--- src/rtl/paper_float_to_log_drain.sv ---
// Two-stage float-to-log (Mitchell) converter with valid/ready handshake and sticky saturation flags.
// Optional macro PAPER_FLOAT_TO_LOG_RNE_EN selects round-to-nearest-even fraction reduction (default: truncate).
module paper_float_to_log_drain #(
  parameter int EXP      = 8,
  parameter int FRAC     = 7,
  parameter int ACC_EXP  = 8,
  parameter int ACC_FRAC = 7
) (
  input  logic                        clock,
  input  logic                        reset,
  input  logic [ACC_EXP+ACC_FRAC:0]   accIn,
  input  logic                        accInValid,
  output logic                        accInReady,
  output logic [EXP+FRAC:0]           logOut,
  output logic                        logOutValid,
  input  logic                        logOutReady,
  output logic                        overflowSticky,
  output logic                        underflowSticky
);

  localparam int ACC_BIAS = (1 << (ACC_EXP - 1)) - 1;
  localparam int BIAS     = (1 << (EXP - 1)) - 1;
  localparam int LOG_MAX  = (1 << EXP) - 1;

  logic                        inSign;
  logic [ACC_EXP-1:0]          inExp;
  logic [ACC_FRAC-1:0]         inFrac;
  logic                        inZero;
  logic                        inInf;
  logic [FRAC-1:0]             roundFrac;
  logic                        roundCarry;
  logic signed [ACC_EXP+1:0]   expNext;

  logic                        s1Valid;
  logic                        s1Sign;
  logic                        s1Zero;
  logic                        s1Inf;
  logic signed [ACC_EXP+1:0]   s1Exp;
  logic [FRAC-1:0]             s1Frac;

  logic                        s2Valid;
  logic [EXP+FRAC:0]           s2Data;

  logic                        s1Advance;
  logic                        s2Advance;
  logic signed [31:0]          expWide;
  logic [EXP+FRAC:0]           packNext;
  logic                        ovfNext;
  logic                        unfNext;

  assign inSign = accIn[ACC_EXP+ACC_FRAC];
  assign inExp  = accIn[ACC_EXP+ACC_FRAC-1:ACC_FRAC];
  assign inFrac = accIn[ACC_FRAC-1:0];
  assign inZero = (inExp == '0);
  assign inInf  = (inExp == '1);

  // Reduce the accumulator fraction to FRAC bits; a rounding carry bumps the exponent.
  generate
    if (ACC_FRAC == FRAC) begin : g_exact
      assign roundFrac  = inFrac;
      assign roundCarry = 1'b0;
    end else begin : g_reduce
      localparam int DROP = ACC_FRAC - FRAC;
      logic [FRAC-1:0] kept;
      assign kept = inFrac[ACC_FRAC-1:DROP];
`ifdef PAPER_FLOAT_TO_LOG_RNE_EN
      logic          guardBit;
      logic          stickyBit;
      logic          roundUp;
      logic [FRAC:0] sum;
      assign guardBit = inFrac[DROP-1];
      if (DROP > 1) begin : g_sticky
        assign stickyBit = |inFrac[DROP-2:0];
      end else begin : g_nosticky
        assign stickyBit = 1'b0;
      end
      assign roundUp    = guardBit & (stickyBit | kept[0]);
      assign sum        = {1'b0, kept} + {{FRAC{1'b0}}, roundUp};
      assign roundFrac  = sum[FRAC-1:0];
      assign roundCarry = sum[FRAC];
`else
      logic unusedDropped;
      assign unusedDropped = ^inFrac[DROP-1:0];
      assign roundFrac  = kept;
      assign roundCarry = 1'b0;
`endif
    end
  endgenerate

  assign expNext = $signed({2'b00, inExp}) - (ACC_EXP+2)'(ACC_BIAS) + (ACC_EXP+2)'(BIAS)
                 + $signed({{(ACC_EXP+1){1'b0}}, roundCarry});

  assign s2Advance   = !s2Valid || logOutReady;
  assign s1Advance   = !s1Valid || s2Advance;
  assign accInReady  = s1Advance;
  assign logOutValid = s2Valid;
  assign logOut      = s2Data;
  assign expWide     = 32'(s1Exp);

  // Pack the S1 result into log format, saturating out-of-range exponents.
  always_comb begin
    packNext = '0;
    ovfNext  = 1'b0;
    unfNext  = 1'b0;
    if (s1Zero) begin
      packNext = '0;
    end else if (s1Inf) begin
      packNext = {s1Sign, {EXP{1'b1}}, {FRAC{1'b0}}};
    end else if (expWide >= LOG_MAX) begin
      packNext = {s1Sign, {EXP{1'b1}}, {FRAC{1'b0}}};
      ovfNext  = 1'b1;
    end else if (expWide <= 0) begin
      unfNext  = 1'b1;
    end else begin
      packNext = {s1Sign, expWide[EXP-1:0], s1Frac};
    end
  end

  always_ff @(posedge clock) begin
    if (reset) begin
      s1Valid <= 1'b0;
      s1Sign  <= 1'b0;
      s1Zero  <= 1'b0;
      s1Inf   <= 1'b0;
      s1Exp   <= '0;
      s1Frac  <= '0;
    end else if (s1Advance) begin
      s1Valid <= accInValid;
      if (accInValid) begin
        s1Sign <= inSign;
        s1Zero <= inZero;
        s1Inf  <= inInf;
        s1Exp  <= expNext;
        s1Frac <= roundFrac;
      end
    end
  end

  // Flags latch when the offending result is loaded into S2.
  always_ff @(posedge clock) begin
    if (reset) begin
      s2Valid         <= 1'b0;
      s2Data          <= '0;
      overflowSticky  <= 1'b0;
      underflowSticky <= 1'b0;
    end else if (s2Advance) begin
      s2Valid <= s1Valid;
      if (s1Valid) begin
        s2Data          <= packNext;
        overflowSticky  <= overflowSticky | ovfNext;
        underflowSticky <= underflowSticky | unfNext;
      end
    end
  end

endmodule

--- config.mk ---
export PLATFORM = sky130hd
export DESIGN_NAME = paper_float_to_log_drain
export DESIGN_NICKNAME = d
export VERILOG_FILES = /design/src/rtl/paper_float_to_log_drain.sv
export SDC_FILE = /design/constraint.sdc
export NUM_CORES = 1
export LEC_CHECK = 0
export CAP_MARGIN = 10
export CORE_ASPECT_RATIO = 1.75
export CORE_UTILIZATION = 45
export DETAILED_ROUTE_END_ITERATION = 6
export GPL_ROUTABILITY_DRIVEN = 0
export PLACE_DENSITY_LB_ADDON = 0.05
export SYNTH_ARGS = -nofsm -noshare
export SYNTH_HDL_FRONTEND = slang
export SYNTH_SLANG_ARGS = --single-unit
--- constraint.sdc ---
create_clock -name clock -period 1.9 [get_ports clock]
set_input_delay 0.57 -clock clock [delete_from_list [all_inputs] [get_ports clock]]
set_output_delay 0.57 -clock clock [all_outputs]
set_load 0.03 [all_outputs]
==> out/metrics.yaml <==
worst_pin_slew_ns: 0.328
power_per_cell_area_mw_per_mm2: 721
fp.dieArea_mm2: 0.00436
setup.worst_path.class: "flop to primary output"
drt-pass1-iter-count: 4
post-route-period-util_pct: 98.3
avgRoutedWirePerCell_um: 12.9
vias_per_cell: 5.22
detail-route-antenna-nets: 0
final_report_hold_violation_count: 0
hold_class: "flop to flop"
seq_power_share_pct: 46.7
max_cap_violations: 0
fmax_ghz: 0.536
crit_slowest_cell: "sky130_fd_sc_hd__clkdlybuf4s50_1"
grt_start_max_net_pins: 23
route.final.wire_length_um: 4530
leakage_dissipation_nw: 1.26
clk_transition_reported_paths_ns: 0.07
intPower_mw: 1.44
path_delay_family: "buffers and inverters"
netSwitchingFraction_pct: 26.0
globalRouteMet3Util_pct: 3.16
p_clk_share_pct: 35.1
grt_antenna_before_repair: 0
fin_ws_ns: 0.0331
share_comb_of_total_power_pct: 18.3
worstPathMaxFanout: 2
setup.worst_path.start_class: "flop"
clock_sinks: 40
ys_seq_area_share_pct: 43.5
placeableCoreArea_mm2: 0.00390
hold_buffers: 0
grt_pass1_wl_um: 7720
critPathMaxStageDelay_ns: 0.67
grt-ovfl-total: 0
syn_area_per_cell_um2: 8.08
grt_util_met2_pct: 44.2
synthArstFlopShare_pct: 0
synth_warnings: 0
first_iter_violations: 30
power.total_mw: 1.94
fin_worst_skew_ns: 0.00863
nNetsFinal: 324
syn_inst: 228
floorplan.rows: 30
cts-root-to-sink-buffers: 2
crit_chain: "clkdlybuf4s50_1"
port-buffer-count: 39
place_hpwl_um: 3490
dp_slack_ns: -0.612
ios: 40
globalRoute.busiestLayer: "met2"
die_h_um: 86.6
worst-endpoint-required_ns: 1.33
yosys.cell_types.count: 39
switching_power_uw: 505
layout-area-overhead-vs-synth_pct: 46.5
synth_flop_cell: "sky130_fd_sc_hd__dfxtp_1"
yosys_register_bits: 40
die_boundary_width_um: 50.4
global_route.usage.met1_pct: 24.2
cts_tree: "yes"
period_needed_ns: 1.87
h-tree-depth: 2
first_global_vias: 1797
hold_slack_ns: 0.455
path_buf_inv: 1
track_usage_pct: 23.2
drive_above_1_share_pct: 19.8
insertion_delay_ns: 0.29
number_of_enable_flip_flop_cells_after_synthesis: 0
vdd_ir_drop_max_v: 0.000630
timing.critical_path.arrival_ns: 1.30
report.final.setup_viol: 0
post_route_drc_violation_count: 0
routed-via-count: 1831
final.setup.tns_ns: 0
cts-buffers-inserted: 5
ctsRootBufferMaster: "sky130_fd_sc_hd__clkbuf_8"
critPathCaptureType: "primary output"
finalMaxSlewViolations: 0
syn_nets: 250
antennaDiodeCount: 0
outcome: "finished clean"
syn-cell-area_mm2: 0.00184
unrepaired_setup_endpoints_after_global_routing: "false"
start_util_pct: 47.2
worst_slew_margin_rel_pct: 77.8
==> registers in the layout (all words and copies together), names as in the netlist <==
signal and count:
s1Valid 1, s1Exp 10, underflowSticky 1, s1Sign 1, s1Inf 1, overflowSticky 1, s1Zero 1, s1Frac 7
logOut 16, logOutValid 1
==> layout make-up <==
type,instances,area [µm²]
Clock buffer,5,68.8
Clock inverter,3,42.5
Fill cell,341,1200
Inverter,9,33.8
Multi-Input combinational cell,167,976
Sequential cell,40,801
Tap cell,48,60.1
Timing Repair Buffer,79,717
==> cell usage after synthesis (5+ instances only) <==
| library cell | count | area [µm²] |
|---|---|---|
| sky130_fd_sc_hd__nor2_1 | 16 | 60.1 |
| sky130_fd_sc_hd__a21oi_1 | 28 | 140 |
| sky130_fd_sc_hd__xnor2_1 | 5 | 43.8 |
| sky130_fd_sc_hd__nand2_1 | 38 | 143 |
| sky130_fd_sc_hd__nor3_1 | 5 | 25.0 |
| sky130_fd_sc_hd__clkbuf_1 | 9 | 33.8 |
| sky130_fd_sc_hd__o21ai_0 | 11 | 55.1 |
| sky130_fd_sc_hd__inv_1 | 9 | 33.8 |
| sky130_fd_sc_hd__nand3_1 | 6 | 30.0 |
| sky130_fd_sc_hd__dfxtp_1 | 40 | 801 |
| sky130_fd_sc_hd__a22o_1 | 7 | 61.3 |
==> power groups by stage <==
stage / registers [mW] / clock network [mW] / logic, mW
6_report: 0.908 / 0.682 / 0.355
5_1_grt: 0.914 / 0.734 / 0.391
4_1_cts: 0.908 / 0.701 / 0.357
3_5_place_dp: 0.928 / 0 / 0.358
3_3_place_gp: 0.926 / 0 / 0.353
2_1_floorplan: 0.951 / 0 / 0.158
==> kinds of logic after synthesis <==
kind of cell    synth area share, %
simple gates                   25.5
compound gates                 22.8
flops                          43.5
buf+inv                        4.48
xor+xnor                       2.38
fa+ha+maj                      1.36
==> stage by stage <==
stage / instance area [µm²] / util (%) / cells
2_1_floorplan: 1840 / - / 228
3_3_place_gp: 2530 / 64.8 / 340
3_5_place_dp: 2530 / 64.8 / 340
4_1_cts: 2670 / 68.4 / 351
5_1_grt: 2700 / 69.1 / 351
6_report: 2700 / 69.1 / 351
==> path summary, 6_finish.rpt <==
check | slack (ns) | depth (start not counted) | start | endpoint
max | 0.03 | 1 | overflowSticky | overflowSticky
min | 0.46 | 2 | logOut[11] | logOut[11]
max reg2reg | 0.26 | 5 | s1Exp[3] | underflowSticky
min reg2reg | 0.46 | 2 | logOut[11] | logOut[11]
==> per-layer routing <==
| layer | part of all wire [%] | vias to the layer above |
|---|---|---|
| li1 | - | 958 |
| met1 | 39 | 828 |
| met2 | 57 | 38 |
| met3 | 2.3 | 7 |
| met4 | 1.5 | 0 |
| met5 | 0 | - |
==> placed cells by master (no fill, tap or decap), types with 2 or more instances in the layout <==
cell type                         instances
sky130_fd_sc_hd__a21oi_1                 28
sky130_fd_sc_hd__dlymetal6s2s_1          10
sky130_fd_sc_hd__nand2_1                 38
sky130_fd_sc_hd__nand3b_1                 3
sky130_fd_sc_hd__clkbuf_8                 5
sky130_fd_sc_hd__xnor2_1                  5
sky130_fd_sc_hd__nand4_1                  3
sky130_fd_sc_hd__and2_1                   2
sky130_fd_sc_hd__dfxtp_1                 40
sky130_fd_sc_hd__o21ai_0                 11
sky130_fd_sc_hd__a21oi_2                  2
sky130_fd_sc_hd__nor2b_1                  2
sky130_fd_sc_hd__nand2b_1                 4
sky130_fd_sc_hd__a311oi_1                 2
sky130_fd_sc_hd__a22o_1                   7
sky130_fd_sc_hd__and4_1                   2
sky130_fd_sc_hd__and3_1                   2
sky130_fd_sc_hd__a31oi_1                  4
sky130_fd_sc_hd__dlygate4sd2_1            7
sky130_fd_sc_hd__clkdlybuf4s50_1         19
sky130_fd_sc_hd__buf_4                   39
sky130_fd_sc_hd__nand3_1                  5
sky130_fd_sc_hd__nor2_1                  16
sky130_fd_sc_hd__or3_1                    4
sky130_fd_sc_hd__nor3_1                   4
sky130_fd_sc_hd__or4_1                    3
sky130_fd_sc_hd__a211oi_1                 2
sky130_fd_sc_hd__inv_1                    9
==> what timing repair did <==
| item | 4_1_cts | 5_1_grt |
|---|---|---|
| pin swaps | 2 | 1 |
| setup buffers | 3 | 0 |
| gates resized for setup | 15 | 13 |
| endpoints found under the setup margin | 18 | 14 |
| gates cloned | 0 | 0 |
Power figures use the tool's default switching activity.
